==> src/rtl/aidc_lite_pkg.sv <==
// Shared AIDC-Lite block geometry, lane state encoding and header field layout.
// Pure declarations: no latency and no flow control.
package aidc_lite_pkg;

    localparam int BLK_BYTES      = 128;
    localparam int BEAT_BYTES     = 8;
    localparam int LANE_BUF_DEPTH = 8;

    localparam int BASE_LSB = 32;
    localparam int MASK_LSB = 0;

    typedef enum logic [1:0] {
        IDLE    = 2'd0,
        COLLECT = 2'd1,
        HDR     = 2'd2,
        DONE    = 2'd3
    } lane_state_e;

endpackage

==> src/rtl/aidc_lite_bdi_word_cls.sv <==
// Classifies one 32-bit word against the block base as zero-fit, base-fit or neither.
// Purely combinational with no flow control; a word that fits neither way yields a zero delta.
module aidc_lite_bdi_word_cls (
    input  logic [31:0] word_i,
    input  logic [31:0] base_i,
    output logic        zero_fit_o,
    output logic        base_fit_o,
    output logic [7:0]  delta_o
);

    logic [31:0] diff;

    always_comb begin
        diff       = word_i - base_i;
        zero_fit_o = (&word_i[31:7]) | ~(|word_i[31:7]);
        base_fit_o = (&diff[31:7]) | ~(|diff[31:7]);
        if (zero_fit_o) begin
            delta_o = word_i[7:0];
        end else if (base_fit_o) begin
            delta_o = diff[7:0];
        end else begin
            delta_o = 8'd0;
        end
    end

endmodule

==> src/rtl/aidc_lite_comp_bdi.sv <==
// BDI lane: 128B block -> {base, mask} header plus signed 8-bit deltas; eop -> done_o in 3 cycles.
// No backpressure: every valid beat is consumed, and lane-buffer writes are fire-and-forget.
module aidc_lite_comp_bdi
    import aidc_lite_pkg::*;
#(
    parameter int BEATS   = 16,
    parameter int DELTA_W = 8
) (
    input  logic        clk,
    input  logic        rst,
    input  logic        valid_i,
    input  logic        sop_i,
    input  logic        eop_i,
    input  logic [63:0] data_i,
    output logic        valid_o,
    output logic [2:0]  addr_o,
    output logic [63:0] data_o,
    output logic        done_o,
    output logic        fail_o
);

    localparam int CNT_W  = $clog2(BEATS) + 1;
    localparam int MASK_W = 2 * BEATS;
    localparam int ADDR_W = $clog2(LANE_BUF_DEPTH);

    if (DELTA_W != 8) begin : g_bad_delta_w
        $error("aidc_lite_comp_bdi: DELTA_W must be 8");
    end
    if (BEATS != 4 && BEATS != 8 && BEATS != 16) begin : g_bad_beats
        $error("aidc_lite_comp_bdi: BEATS must be 4, 8 or 16");
    end
    if (BEATS * BEAT_BYTES > BLK_BYTES) begin : g_bad_blk
        $error("aidc_lite_comp_bdi: block larger than BLK_BYTES");
    end

    lane_state_e        state_q;
    logic [CNT_W-1:0]   cnt_q;
    logic [31:0]        base_q;
    logic [MASK_W-1:0]  mask_q;
    logic               fail_q;
    logic [63:0]        asm_q;
    logic               valid_q;
    logic [ADDR_W-1:0]  addr_q;
    logic [63:0]        data_q;
    logic               done_q;
    logic               fail_out_q;

    logic               beat_acc;
    logic               in_range;
    logic               grp_wr;
    logic [CNT_W-1:0]   k;
    logic [CNT_W-1:0]   cnt_d;
    logic [31:0]        base_d;
    logic [MASK_W-1:0]  mask_d;
    logic               fail_d;
    logic [63:0]        asm_d;
    logic [ADDR_W-1:0]  grp_addr;
    logic [63:0]        hdr;

    logic               zf0, bf0, zf1, bf1;
    logic [7:0]         dl0, dl1;

    // The sop beat classifies against its own word 0, before base_q is loaded.
    assign base_d = sop_i ? data_i[31:0] : base_q;

    aidc_lite_bdi_word_cls u_cls_lo (
        .word_i     (data_i[31:0]),
        .base_i     (base_d),
        .zero_fit_o (zf0),
        .base_fit_o (bf0),
        .delta_o    (dl0)
    );

    aidc_lite_bdi_word_cls u_cls_hi (
        .word_i     (data_i[63:32]),
        .base_i     (base_d),
        .zero_fit_o (zf1),
        .base_fit_o (bf1),
        .delta_o    (dl1)
    );

    always_comb begin
        beat_acc = valid_i && (sop_i || state_q == COLLECT) && (state_q != HDR);
        k        = sop_i ? '0 : cnt_q;
        in_range = (k < CNT_W'(BEATS));
        mask_d   = sop_i ? '0 : mask_q;
        fail_d   = sop_i ? 1'b0 : fail_q;
        asm_d    = asm_q;
        cnt_d    = k;
        grp_wr   = 1'b0;
        grp_addr = ADDR_W'(k >> 2) + ADDR_W'(1);

        if (in_range) begin
            if (k[1:0] == 2'd0) begin
                asm_d = '0;
            end
            asm_d[16*k[1:0] +: 16] = {dl1, dl0};
            mask_d[2*k +: 2]       = {zf1, zf0};
            fail_d = fail_d | (!zf0 && !bf0) | (!zf1 && !bf1);
            cnt_d  = k + CNT_W'(1);
            grp_wr = (k[1:0] == 2'd3) || eop_i;
        end else begin
            // Beats past the block length are dropped; count saturates at BEATS.
            fail_d = 1'b1;
        end

        if (eop_i && (k != CNT_W'(BEATS - 1))) begin
            fail_d = 1'b1;
        end

        hdr = '0;
        hdr[BASE_LSB +: 32]     = base_q;
        hdr[MASK_LSB +: MASK_W] = mask_q;
    end

    always_ff @(posedge clk) begin
        if (rst) begin
            state_q    <= IDLE;
            cnt_q      <= '0;
            base_q     <= '0;
            mask_q     <= '0;
            fail_q     <= 1'b0;
            asm_q      <= '0;
            valid_q    <= 1'b0;
            addr_q     <= '0;
            data_q     <= '0;
            done_q     <= 1'b0;
            fail_out_q <= 1'b0;
        end else begin
            valid_q <= 1'b0;
            if (beat_acc) begin
                base_q     <= base_d;
                mask_q     <= mask_d;
                fail_q     <= fail_d;
                asm_q      <= asm_d;
                cnt_q      <= cnt_d;
                done_q     <= 1'b0;
                fail_out_q <= 1'b0;
                if (grp_wr) begin
                    valid_q <= 1'b1;
                    addr_q  <= grp_addr;
                    data_q  <= asm_d;
                end
                state_q <= eop_i ? HDR : COLLECT;
            end else begin
                case (state_q)
                    HDR: begin
                        valid_q <= 1'b1;
                        addr_q  <= '0;
                        data_q  <= hdr;
                        state_q <= DONE;
                    end
                    DONE: begin
                        done_q     <= 1'b1;
                        fail_out_q <= fail_q;
                    end
                    default: ;
                endcase
            end
        end
    end

    assign valid_o = valid_q;
    assign addr_o  = addr_q;
    assign data_o  = data_q;
    assign done_o  = done_q;
    assign fail_o  = fail_out_q;

endmodule

==> config.mk <==
export PLATFORM = sky130hd
export DESIGN_NAME = aidc_lite_comp_bdi
export DESIGN_NICKNAME = d
export VERILOG_FILES = /design/src/rtl/aidc_lite_pkg.sv /design/src/rtl/aidc_lite_bdi_word_cls.sv /design/src/rtl/aidc_lite_comp_bdi.sv
export SDC_FILE = /design/constraint.sdc
export NUM_CORES = 1
export LEC_CHECK = 0
export CAP_MARGIN = 20
export CORE_ASPECT_RATIO = 0.9
export CORE_UTILIZATION = 34
export CTS_BUF_LIST = sky130_fd_sc_hd__clkbuf_8
export CTS_CLUSTER_SIZE = 14
export DETAILED_ROUTE_END_ITERATION = 8
export SETUP_SLACK_MARGIN = 0.05
export SLEW_MARGIN = 20
export SYNTH_ARGS = -nofsm -noshare
export SYNTH_HDL_FRONTEND = slang
export SYNTH_HIERARCHICAL = 1
export SYNTH_SLANG_ARGS = --single-unit
==> constraint.sdc <==
create_clock -name clk -period 11.2 [get_ports clk]
set_input_delay 2.24 -clock clk [delete_from_list [all_inputs] [get_ports clk]]
set_output_delay 2.24 -clock clk [all_outputs]
set_load 0.01 [all_outputs]
* Word level (Yosys, flattened, before mapping)
Index checks and enable logic that the tools add are counted.
** Cells by class
- Add/subtract/negate cells :: 6
- Bitwise operators :: 10
- Muxes and demuxes :: 30
- Shifts and indexed selects :: 4
- Reduce and logical (&&, ||, !) cells :: 23
- Order comparisons :: 1
- Eq/ne operators :: 7
** Operators with widths (number)
- 64-bit 2-to-1 mux :: 6
- 25-bit AND reduction :: 4
- 25-bit OR reduction :: 4
- 32-bit 2-to-1 mux :: 3
- 6-bit negator with 34-bit output :: 2
- 64-bit bitwise mux :: 1
- 16-bit by 34-bit variable shift with 64-bit output (first input constant) :: 1
- 16-bit by 34-bit variable part select with 64-bit output :: 1
- 32-bit subtractor :: 2
- 2-bit by 34-bit variable shift with 32-bit output (first input constant) :: 1
- 2-bit by 34-bit variable part select with 32-bit output :: 1
- 32-bit bitwise mux :: 1
- 8-bit 2-to-1 mux :: 4
- 5-bit 2-to-1 mux :: 2
- 3-bit 2-to-1 mux :: 3
- 1-bit 2-to-1 mux :: 7
- 2-bit == test (second input constant) :: 3
- 2-bit 2-to-1 mux :: 3
- 1-bit OR :: 6
- 5-bit by 1-bit adder with 5-bit output (second input constant) :: 1
- 1-bit logical AND :: 5
- 5-bit less-than comparator (second input constant) :: 1
- 5-bit by 4-bit != test with 1-bit output (second input constant) :: 1
- 1-bit logical NOT :: 4
- other kinds (10) :: 14
** Word-level totals
- Word-level logic and storage cells :: 92
- Output and inout port bits :: 70
- Input port bits :: 69
- Register bits after elaboration :: 206

* Longest topological paths before layout
Gate-level depths: netlist of the first run.
- Depth in word-level cells :: 12
- Depth in mapped cells :: 22
- Gate-level depth less buffers :: 18

* Cells and area by module
Netlist of the first run, hierarchy kept.
** Modules (own cells, without submodules)
- aidc_lite_comp_bdi :: seq. area each 4124.0 um2, instances 1, cells each 1069, area each 9316.4 um2
- aidc_lite_bdi_word_cls :: seq. area each 0.0 um2, instances 2, cells each 367, area each 2397.3 um2

* Worst setup path before layout of the first run
OpenSTA, ideal clock, no wires.
- Path kind :: in2reg
- Start point :: input port sop_i
- End point :: register data_q[58], in the netlist data_o[58]
- Setup slack :: 3.778 ns
- Setup time :: 0.071 ns
- Data required time :: 11.129 ns
- Data arrival time :: 7.351 ns
- Cell stages on the path :: 22
- Buffers on the path :: 6
- Cells stage by stage :: buf_6 > buf_2 > buf_1 > mux2_2 > inv_1 > ha_1 > buf_6 > and3_1 > a221o_1 > a21o_1 > a21oi_2 > xnor2_1 > or4_1 > or4_1 > or4_1 > o32a_1 > buf_6 > o31ai_1 > clkbuf_1 > a221oi_1 > or3_1 > a21oi_1
** Between the ends
- Longest elaborated chain between the ends :: 12
- Elaborated cells on any way between the ends :: 36
- Those cells by class :: 3 x add/sub; 1 x order compare; 2 x eq/ne; 2 x shift; 13 x mux; 4 x bitwise; 11 x reduce/logical
** RTL lines
- start: declaration :: RTL line aidc_lite_comp_bdi.sv:12 : input logic sop_i,
- 32-bit 2-to-1 mux * :: RTL line aidc_lite_comp_bdi.sv:64 : assign base_d = sop_i ? data_i[31:0] : base_q;
- via base_d[5] :: RTL line aidc_lite_comp_bdi.sv:53 : logic [31:0] base_d;
- 32-bit subtractor * :: RTL line aidc_lite_bdi_word_cls.sv:14 : diff = word_i - base_i;
- 25-bit OR reduction :: RTL line aidc_lite_bdi_word_cls.sv:16 : base_fit_o = (&diff[31:7]) | ~(|diff[31:7]);
- 1-bit inverter :: RTL line aidc_lite_bdi_word_cls.sv:16
- 1-bit OR * :: RTL line aidc_lite_bdi_word_cls.sv:16
- 8-bit 2-to-1 mux * :: RTL line aidc_lite_bdi_word_cls.sv:19 : end else if (base_fit_o) begin
- 8-bit 2-to-1 mux * :: RTL line aidc_lite_bdi_word_cls.sv:17 : if (zero_fit_o) begin
- via dl1[2] :: RTL line aidc_lite_comp_bdi.sv:61 : logic [7:0] dl0, dl1;
- 16-bit by 34-bit variable part select with 64-bit output * :: RTL line aidc_lite_comp_bdi.sv:97 : asm_d[16*k[1:0] +: 16] = {dl1, dl0};
- 64-bit bitwise mux * :: RTL line aidc_lite_comp_bdi.sv:97
- 64-bit 2-to-1 mux * :: RTL line aidc_lite_comp_bdi.sv:93 : if (in_range) begin
- 64-bit 2-to-1 mux * :: RTL line aidc_lite_comp_bdi.sv:139 : if (grp_wr) begin
- 64-bit 2-to-1 mux * :: RTL line aidc_lite_comp_bdi.sv:131 : if (beat_acc) begin
- end signal: assignment :: RTL line aidc_lite_comp_bdi.sv:142 : data_q <= asm_d;
- end signal: assignment :: RTL line aidc_lite_comp_bdi.sv:150 : data_q <= hdr;
- end: declaration :: RTL line aidc_lite_comp_bdi.sv:44 : logic [63:0] data_q;
Mark *: on every way through the listed nets, which the timed path passes. The rest lies on a longest branch. The select of a mux whose other input is x is not followed.
A chain may end at the register's enable or synchronous reset.

* Worst setup path in the final report of the first run
- Start point :: input port sop_i
- End point :: register data_q[60], in the netlist data_o[60]
The elaborated chain is that of the path after synthesis.

==> results by group, run 1 <==
Status
  – Run status: finished clean

Yosys
  – Number of flops mapped to enable cells by yosys: 0
  – Count of state elements after synthesis: 206
  – Mapped Cells: 1803
  – Prevailing post-synth register cell: sky130_fd_sc_hd__dfxtp_1
  – Avg Cell Area, Syn: 7.83 sq um
  – Cell variety after synth: 78
  – Yosys warning count: 6
  – Post-synthesis instance area: 14100 sq um
  – Proportion of synthesized flip-flops having asynchronous set or reset: 0
  – Sequential cell area fraction in the yosys report: 0.292
  – Post-Synthesis Net Count: 1945

Clock network
  – Maximum level of the CTS H-tree: 2
  – Hold bufs inserted after CTS: 0
  – Post-CTS setup buffers: 0
  – Clock tree from TritonCTS: done
  – Number of sinks on the clock net: 206
  – PostCTS Resize Cnt: 0
  – Clock slew seen by the registers of the worst setup and hold paths: 60 ps
  – Worst-skew pair later-pin latency: 560 ps
  – Largest buffer count on any clock path: 3
  – Clock tree root driver cell: sky130_fd_sc_hd__clkbuf_8
  – Clock buffer count from CTS: 39

Placement
  – IO buf count: 138
  – Estimated wirelength of the detail-placed design: 39.8 mm
  – Cell area after placement: 15700 sq um
  – Routability congestion estimate: 0.956
  – Pre-CTS worst setup slack: 2310 ps

Power and ir drop
  – Leak: 5.90 nW
  – Switching pwr: 786 uW
  – Relative contribution of combinational cells to total power: 0.323
  – Sw Share: 0.364
  – Worst voltage drop across the vdd grid: 60.9 uV
  – Areal power density over the cells: 132 nW/um^2
  – Relative contribution of the clock network to total power: 0.317
  – Total internal power: 1.37 mW
  – Part of the power in registers: 0.360

Critical path
  – Capture instance of the worst register-to-register path: data_o[60]
  – Largest delay contributor family on the critical path: compound AO/OA/AOI/OAI gates
  – Worst-path fanout max: 30
  – Cell-by-cell trace of the critical path: buf_2, buf_4, mux2_2, inv_1, ha_1, and3_1, a221oi_2, o221a_2, xnor2_1, or4_1, or4_1, or4_1, o32a_1, o31ai_1, a221oi_1, or3_1, a21oi_1
  – Buffers and inverters on the worst path: 3
  – Kind of start point of the critical path: input pin
  – Crit path capture type: register
  – Slowest stage cell on the critical path: sky130_fd_sc_hd__o31ai_1
  – R2r setup slk: 5170 ps
  – Arrival time at the worst endpoint: 8860 ps
  – Worst setup path category: input pin to register
  – Reg-to-Reg Start: base_q[0]
  – Depth of the worst register-to-register path: 16
  – CP max stage delay: 990 ps
  – Required @ worst endpoint: 11660 ps
  – Cell repeated most along the worst path: sky130_fd_sc_hd__or4_1

Floorplan
  – Core area: 40800 sq um
  – Site Rows: 70
  – Count of pins on the block boundary: 139
  – Area of the die: 42300 sq um
  – Die height: 195 um
  – DIE WIDTH: 217 um
  – Starting density of the core: 0.346

Drt
  – TritonRoute pass-1 iters: 5
  – Routed wire length per instance: 22.1 um
  – Routed Wire Length: 53.5 mm
  – Final ANT Viol Nets: 0
  – 1st-iter DRT viols: 1598
  – Residual DRC count: 0
  – Vias per cell: 5.98
  – DR vias: 14460

Finish
  – Area added between synthesis and finish: 16.3%
  – Count of antenna diodes in the layout: 0
  – Net count, final: 1995
  – FILL cells: 4291
  – Final core occ: 0.402
  – Design area: 16400 sq um
  – Share of post-route cells with drive strength above 1: 0.0767

STA
  – Worst Slack Setup Final: 2800 ps
  – Achievable clock frequency: 119 MHz
  – Pin slew with the least headroom to its limit: 1120 ps
  – Count of pins over their slew limit: 0
  – Fin Clk Skew: 38.1 ps
  – Max-slew headroom: 0.250
  – Clock period minus final worst setup slack: 8400 ps
  – Final count of hold timing violations: 0
  – Setup repair after global routing missed its margin: false
  – Final-layout setup total negative slack: 0 ps
  – Post-route fraction of the period consumed by the critical path: 0.750
  – Number of setup violations in the final report: 0
  – Worst slack on hold paths: 449 ps

Hold path
  – Hold WC Path Type: register to register
  – Worst-case hold path end point: data_o[47]
  – Worst Hold Depth: 2
  – Origin of the worst min-delay path: data_o[47]

Global routing
  – Wire length of the first global-routing pass: 81.6 mm
  – Total global routing overflow: 0
  – Via count of the first global-routing pass: 13498
  – GR met1 Demand/Resource: 0.372
  – Total routing usage reported by global routing: 0.247
  – Met2 usage in global routing: 0.367
  – Met3 Track Usage GR: 0.0321
  – Antenna violations before repair: 0
  – Maximum number of pins on one net before global-route repair: 115
  – Routing layer with the top usage in global route: met1

Run
  – Max Cap Viol: 0
-- cells in the final DEF (no fill, tap or decap), types with 19 or more instances in the layout --
cell type / count
sky130_fd_sc_hd__o211ai_1: 43
sky130_fd_sc_hd__nor4_1: 32
sky130_fd_sc_hd__nor2_1: 189
sky130_fd_sc_hd__clkdlybuf4s50_1: 136
sky130_fd_sc_hd__xor2_1: 21
sky130_fd_sc_hd__clkbuf_8: 44
sky130_fd_sc_hd__o21ai_0: 32
sky130_fd_sc_hd__mux2_2: 36
sky130_fd_sc_hd__ha_1: 71
sky130_fd_sc_hd__xnor2_1: 29
sky130_fd_sc_hd__nand4_1: 41
sky130_fd_sc_hd__o21ai_1: 19
sky130_fd_sc_hd__nand2_1: 161
sky130_fd_sc_hd__or3_1: 44
sky130_fd_sc_hd__nand3_1: 31
sky130_fd_sc_hd__a211oi_1: 19
sky130_fd_sc_hd__a21oi_1: 136
sky130_fd_sc_hd__a221o_1: 34
sky130_fd_sc_hd__nor3_1: 39
sky130_fd_sc_hd__a22oi_1: 70
sky130_fd_sc_hd__o21bai_1: 44
sky130_fd_sc_hd__dfxtp_1: 206
sky130_fd_sc_hd__a221oi_1: 32
sky130_fd_sc_hd__inv_1: 90
-- metrics by stage --
stage / instances / power, mW
2_1_floorplan: 1803 / 1.26
3_3_place_gp: 2352 / 1.48
3_5_place_dp: 2352 / 1.48
4_1_cts: 2417 / 2.16
5_1_grt: 2417 / 2.27
6_report: 2417 / 2.16
-- layout make-up --
cell class / instances / area (sq um) / share of cell area
multi-input cells: 1374 / 9130 / 0.556
flip-flops and latches: 206 / 4120 / 0.251
repair buffers: 153 / 1490 / 0.0908
well taps: 540 / 676 / 0.0412
clock buffers: 44 / 606 / 0.0369
inverters: 79 / 298 / 0.0181
clock inverters: 21 / 92.6 / 0.00564
-- worst reg2reg max path: cells and delay by family (launching register included) --
kind	cells	cell delay (ps)
buffers and inverters	1	60
AND/OR/NAND/NOR	4	1900
adder cells (fa/ha/maj)	2	620
flip-flops	1	330
XOR/XNOR	1	100
AO/OA/AOI/OAI	7	2670
multiplexers	1	260
-- per-layer routing --
layer  wire (um)  vias to the layer above  part of all wire
li1            -                     6829                 -
met3        3760                       71             0.070
met5           0                        -                 0
met2       22900                      544              0.43
met1       25800                     7016              0.48
met4        1010                        0             0.019
-- synth_stat cells (all sizes together), types with 31 or more instances --
cell    instances  area [sq um]
nand4          41           257
ha             71           888
o21bai         44           330
a221o          34           340
a221oi         34           310
or3            44           275
mux2           38           428
clkbuf         95           357
nand3          31           155
nand2         161           604
inv            78           293
a21oi         140           708
o21ai          55           290
buf            49           279
nor2          190           716
dfxtp         206          4120
nor4           33           213
nor3           41           215
o211ai         43           323
a22oi          70           526
-- worst max-delay path by stage --
stage / endpoint / start / cells after the start
6_report: data_o[60] / sop_i / 17
5_1_grt: data_o[61] / sop_i / 18
4_1_cts: data_o[61] / sop_i / 17
3_5_place_dp: data_o[42] / sop_i / 17
3_3_place_gp: data_o[59] / sop_i / 17
2_1_floorplan: data_o[58] / sop_i / 22
-- sequential cells by signal, indices dropped and copies added, names as in the netlist --
name	cells
fail_o	1
mask_q	32
base_q	32
done_o	1
fail_q	1
state_q	2
valid_o	1
cnt_q	5
asm_q	64
addr_o	3
data_o	64
-- kinds of logic after synthesis --
| group | after synthesis | share of synthesized area |
|---|---|---|
| simple gates | 635 | 0.222 |
| mux | 45 | 0.0353 |
| buf+inv | 223 | 0.0661 |
| compound gates | 571 | 0.287 |
| fa+ha+maj | 73 | 0.0658 |
| xor+xnor | 50 | 0.0310 |
| flops | 206 | 0.292 |
-- power groups by stage --
| stage | Clock, mW | Combinational (mW) | Sequential (mW) |
|---|---|---|---|
| 2_1_floorplan | 0 | 0.467 | 0.789 |
| 3_3_place_gp | 0 | 0.685 | 0.793 |
| 3_5_place_dp | 0 | 0.683 | 0.794 |
| 4_1_cts | 0.696 | 0.687 | 0.778 |
| 5_1_grt | 0.732 | 0.760 | 0.780 |
| 6_report | 0.684 | 0.698 | 0.778 |
Note: power is estimated with default switching activity, not from simulation.
==> run 2, diff against run 1 <==
==> constraint.sdc (replaced) <==
create_clock -name clk -period 8.75 [get_ports clk]
set_input_delay 1.75 -clock clk [delete_from_list [all_inputs] [get_ports clk]]
set_output_delay 1.75 -clock clk [all_outputs]
set_load 0.01 [all_outputs]
==> results by group, run 2 (same netlist as run 1, synthesis figures left out) <==
STA
  – Final-layout setup total negative slack: 0 ps (unchanged)
  – Fin Clk Skew: 30.0 ps (was 38.1 ps)
  – Count of pins over their slew limit: 0 (unchanged)
  – Max-slew headroom: 0.280 (was 0.250)
  – Final count of hold timing violations: 0 (unchanged)
  – Setup repair after global routing missed its margin: false (unchanged)
  – Achievable clock frequency: 137 MHz
  – Pin slew with the least headroom to its limit: 1070 ps (was 1120 ps)
  – Post-route fraction of the period consumed by the critical path: 0.837
  – Clock period minus final worst setup slack: 7320 ps
  – Number of setup violations in the final report: 0 (unchanged)

Drt
  – TritonRoute pass-1 iters: 6 (was 5)
  – 1st-iter DRT viols: 1342 (was 1598)
  – Routed wire length per instance: 22.0 um (was 22.1 um)
  – Residual DRC count: 0 (unchanged)
  – Final ANT Viol Nets: 0 (unchanged)
  – Vias per cell: 6.04 (was 5.98)
  – Routed Wire Length: 53.5 mm (about the same)
  – DR vias: 14663 (was 14460)

Floorplan
  – Count of pins on the block boundary: 139 (unchanged)
  – Die height: 195 um (unchanged)
  – Site Rows: 70 (unchanged)
  – Area of the die: 42300 sq um (unchanged)
  – Core area: 40800 sq um (unchanged)
  – Starting density of the core: 0.346 (unchanged)
  – DIE WIDTH: 217 um (unchanged)

Placement
  – Estimated wirelength of the detail-placed design: 39.9 mm (was 39.8 mm)
  – IO buf count: 138 (unchanged)
  – Cell area after placement: 15800 sq um (was 15700 sq um)
  – Post-Place Cells: 2362 (was 2352)
  – Routability congestion estimate: 0.924 (was 0.956)

Clock network
  – Number of sinks on the clock net: 206 (unchanged)
  – Worst-skew pair later-pin latency: 560 ps (about the same)
  – Post-CTS setup buffers: 0 (unchanged)
  – Clock tree root driver cell: sky130_fd_sc_hd__clkbuf_8 (unchanged)
  – PostCTS Resize Cnt: 0 (unchanged)
  – Largest buffer count on any clock path: 3 (unchanged)
  – Clock slew seen by the registers of the worst setup and hold paths: 60 ps (about the same)
  – Clock buffer count from CTS: 38 (was 39)
  – Maximum level of the CTS H-tree: 2 (unchanged)
  – Hold bufs inserted after CTS: 0 (unchanged)
  – Clock tree from TritonCTS: done (unchanged)

Critical path
  – Arrival time at the worst endpoint: 7810 ps (was 8860 ps)
  – Crit path capture type: register (unchanged)
  – Required @ worst endpoint: 9240 ps (was 11660 ps)
  – Worst-path fanout max: 25 (was 30)
  – Worst setup path category: input pin to register (unchanged)
  – Kind of start point of the critical path: input pin (unchanged)

Global routing
  – Wire length of the first global-routing pass: 82.2 mm (was 81.6 mm)
  – Total routing usage reported by global routing: 0.248 (was 0.247)
  – Antenna violations before repair: 2 (was 0)
  – Total global routing overflow: 0 (unchanged)
  – Via count of the first global-routing pass: 13716 (was 13498)
  – Maximum number of pins on one net before global-route repair: 96 (was 115)

Finish
  – Most frequent cells in the layout: sky130_fd_sc_hd__dfxtp_1 (206), sky130_fd_sc_hd__nor2_1 (189), sky130_fd_sc_hd__nand2_1 (161) (unchanged)
  – Net count, final: 2004 (was 1995)
  – Area added between synthesis and finish: 17.1% (was 16.3%)
  – Design area: 16500 sq um (was 16400 sq um)
  – Count of antenna diodes in the layout: 0 (unchanged)
  – Most common cell after layout, fill and taps aside: sky130_fd_sc_hd__dfxtp_1 (unchanged)
  – Share of post-route cells with drive strength above 1: 0.0790 (was 0.0767)
  – Final Non-Filler Cells: 2427 (was 2417)

Hold path
  – Hold WC Path Type: register to register (unchanged)

Status
  – Run status: finished clean (unchanged)

Power and ir drop
  – Leak: 5.96 nW (was 5.90 nW)
  – Overall Power: 2.86 mW (was 2.16 mW)
  – Worst voltage drop across the vdd grid: 73.7 uV (was 60.9 uV)
  – Areal power density over the cells: 173 nW/um^2 (was 132 nW/um^2)

Run
  – Max Cap Viol: 0 (unchanged)
==> run 2: layout make-up <==
class | instances | area [sq um]
Timing Repair Buffer | 163 | 1570
Tap cell | 540 | 676
Sequential cell | 206 | 4120
Multi-Input combinational cell | 1374 | 9090
Fill cell | 4215 | 24300
Inverter | 79 | 298
Clock buffer | 44 | 606
Clock inverter | 21 | 171
==> run 2: stage by stage <==
step,hold slack (ps),setup WS [ps],util
after CTS,450,1550,0.405
final,448,1430,0.405
after detailed placement,445,978,0.386
after floorplan,441,1820,-
after global placement,443,1080,0.386
after global routing,474,1010,0.405
==> run 2: path summary, 6_finish.rpt <==
kind	startpoint	to	cells after the start	slack, ps
setup reg to reg	base_q[0]	data_o[58]	17	2930
setup / recovery	sop_i	data_o[58]	18	1430
hold reg to reg	data_o[21]	data_o[21]	2	450
hold / removal	data_o[21]	data_o[21]	2	450
==> run 2: per-layer routing <==
| metal | GRT usage | vias to the layer above | wire [um] |
|---|---|---|---|
| met3 | 0.0456 | 93 | 4400 |
| met4 | 0.0832 | 4 | 1620 |
| met1 | 0.368 | 7046 | 25400 |
| met5 | 0 | - | 27 |
| li1 | - | 6869 | - |
| met2 | 0.355 | 651 | 22000 |
==> run 2: worst max-delay path, stage by stage <==
cell and delay (ps):
sky130_fd_sc_hd__buf_2 280, sky130_fd_sc_hd__buf_4 410, sky130_fd_sc_hd__mux2_2 410, sky130_fd_sc_hd__inv_1 120, sky130_fd_sc_hd__ha_1 340, sky130_fd_sc_hd__nand4_1 160
sky130_fd_sc_hd__o22ai_1 120, sky130_fd_sc_hd__o311ai_1 580, sky130_fd_sc_hd__nand2_1 200, sky130_fd_sc_hd__nor4_1 340, sky130_fd_sc_hd__o311ai_0 180, sky130_fd_sc_hd__or4_1 420
sky130_fd_sc_hd__or4_1 520, sky130_fd_sc_hd__o32a_1 330, sky130_fd_sc_hd__o31ai_1 950, sky130_fd_sc_hd__a221oi_1 170, sky130_fd_sc_hd__or3_1 380, sky130_fd_sc_hd__a21oi_1 120
==> run 2: where the power goes <==
group / switching, mW / internal (mW) / total, mW
Clock: 0.425 / 0.547 / 0.972
Combinational: 0.564 / 0.330 / 0.894
Sequential: 0.0259 / 0.970 / 0.996
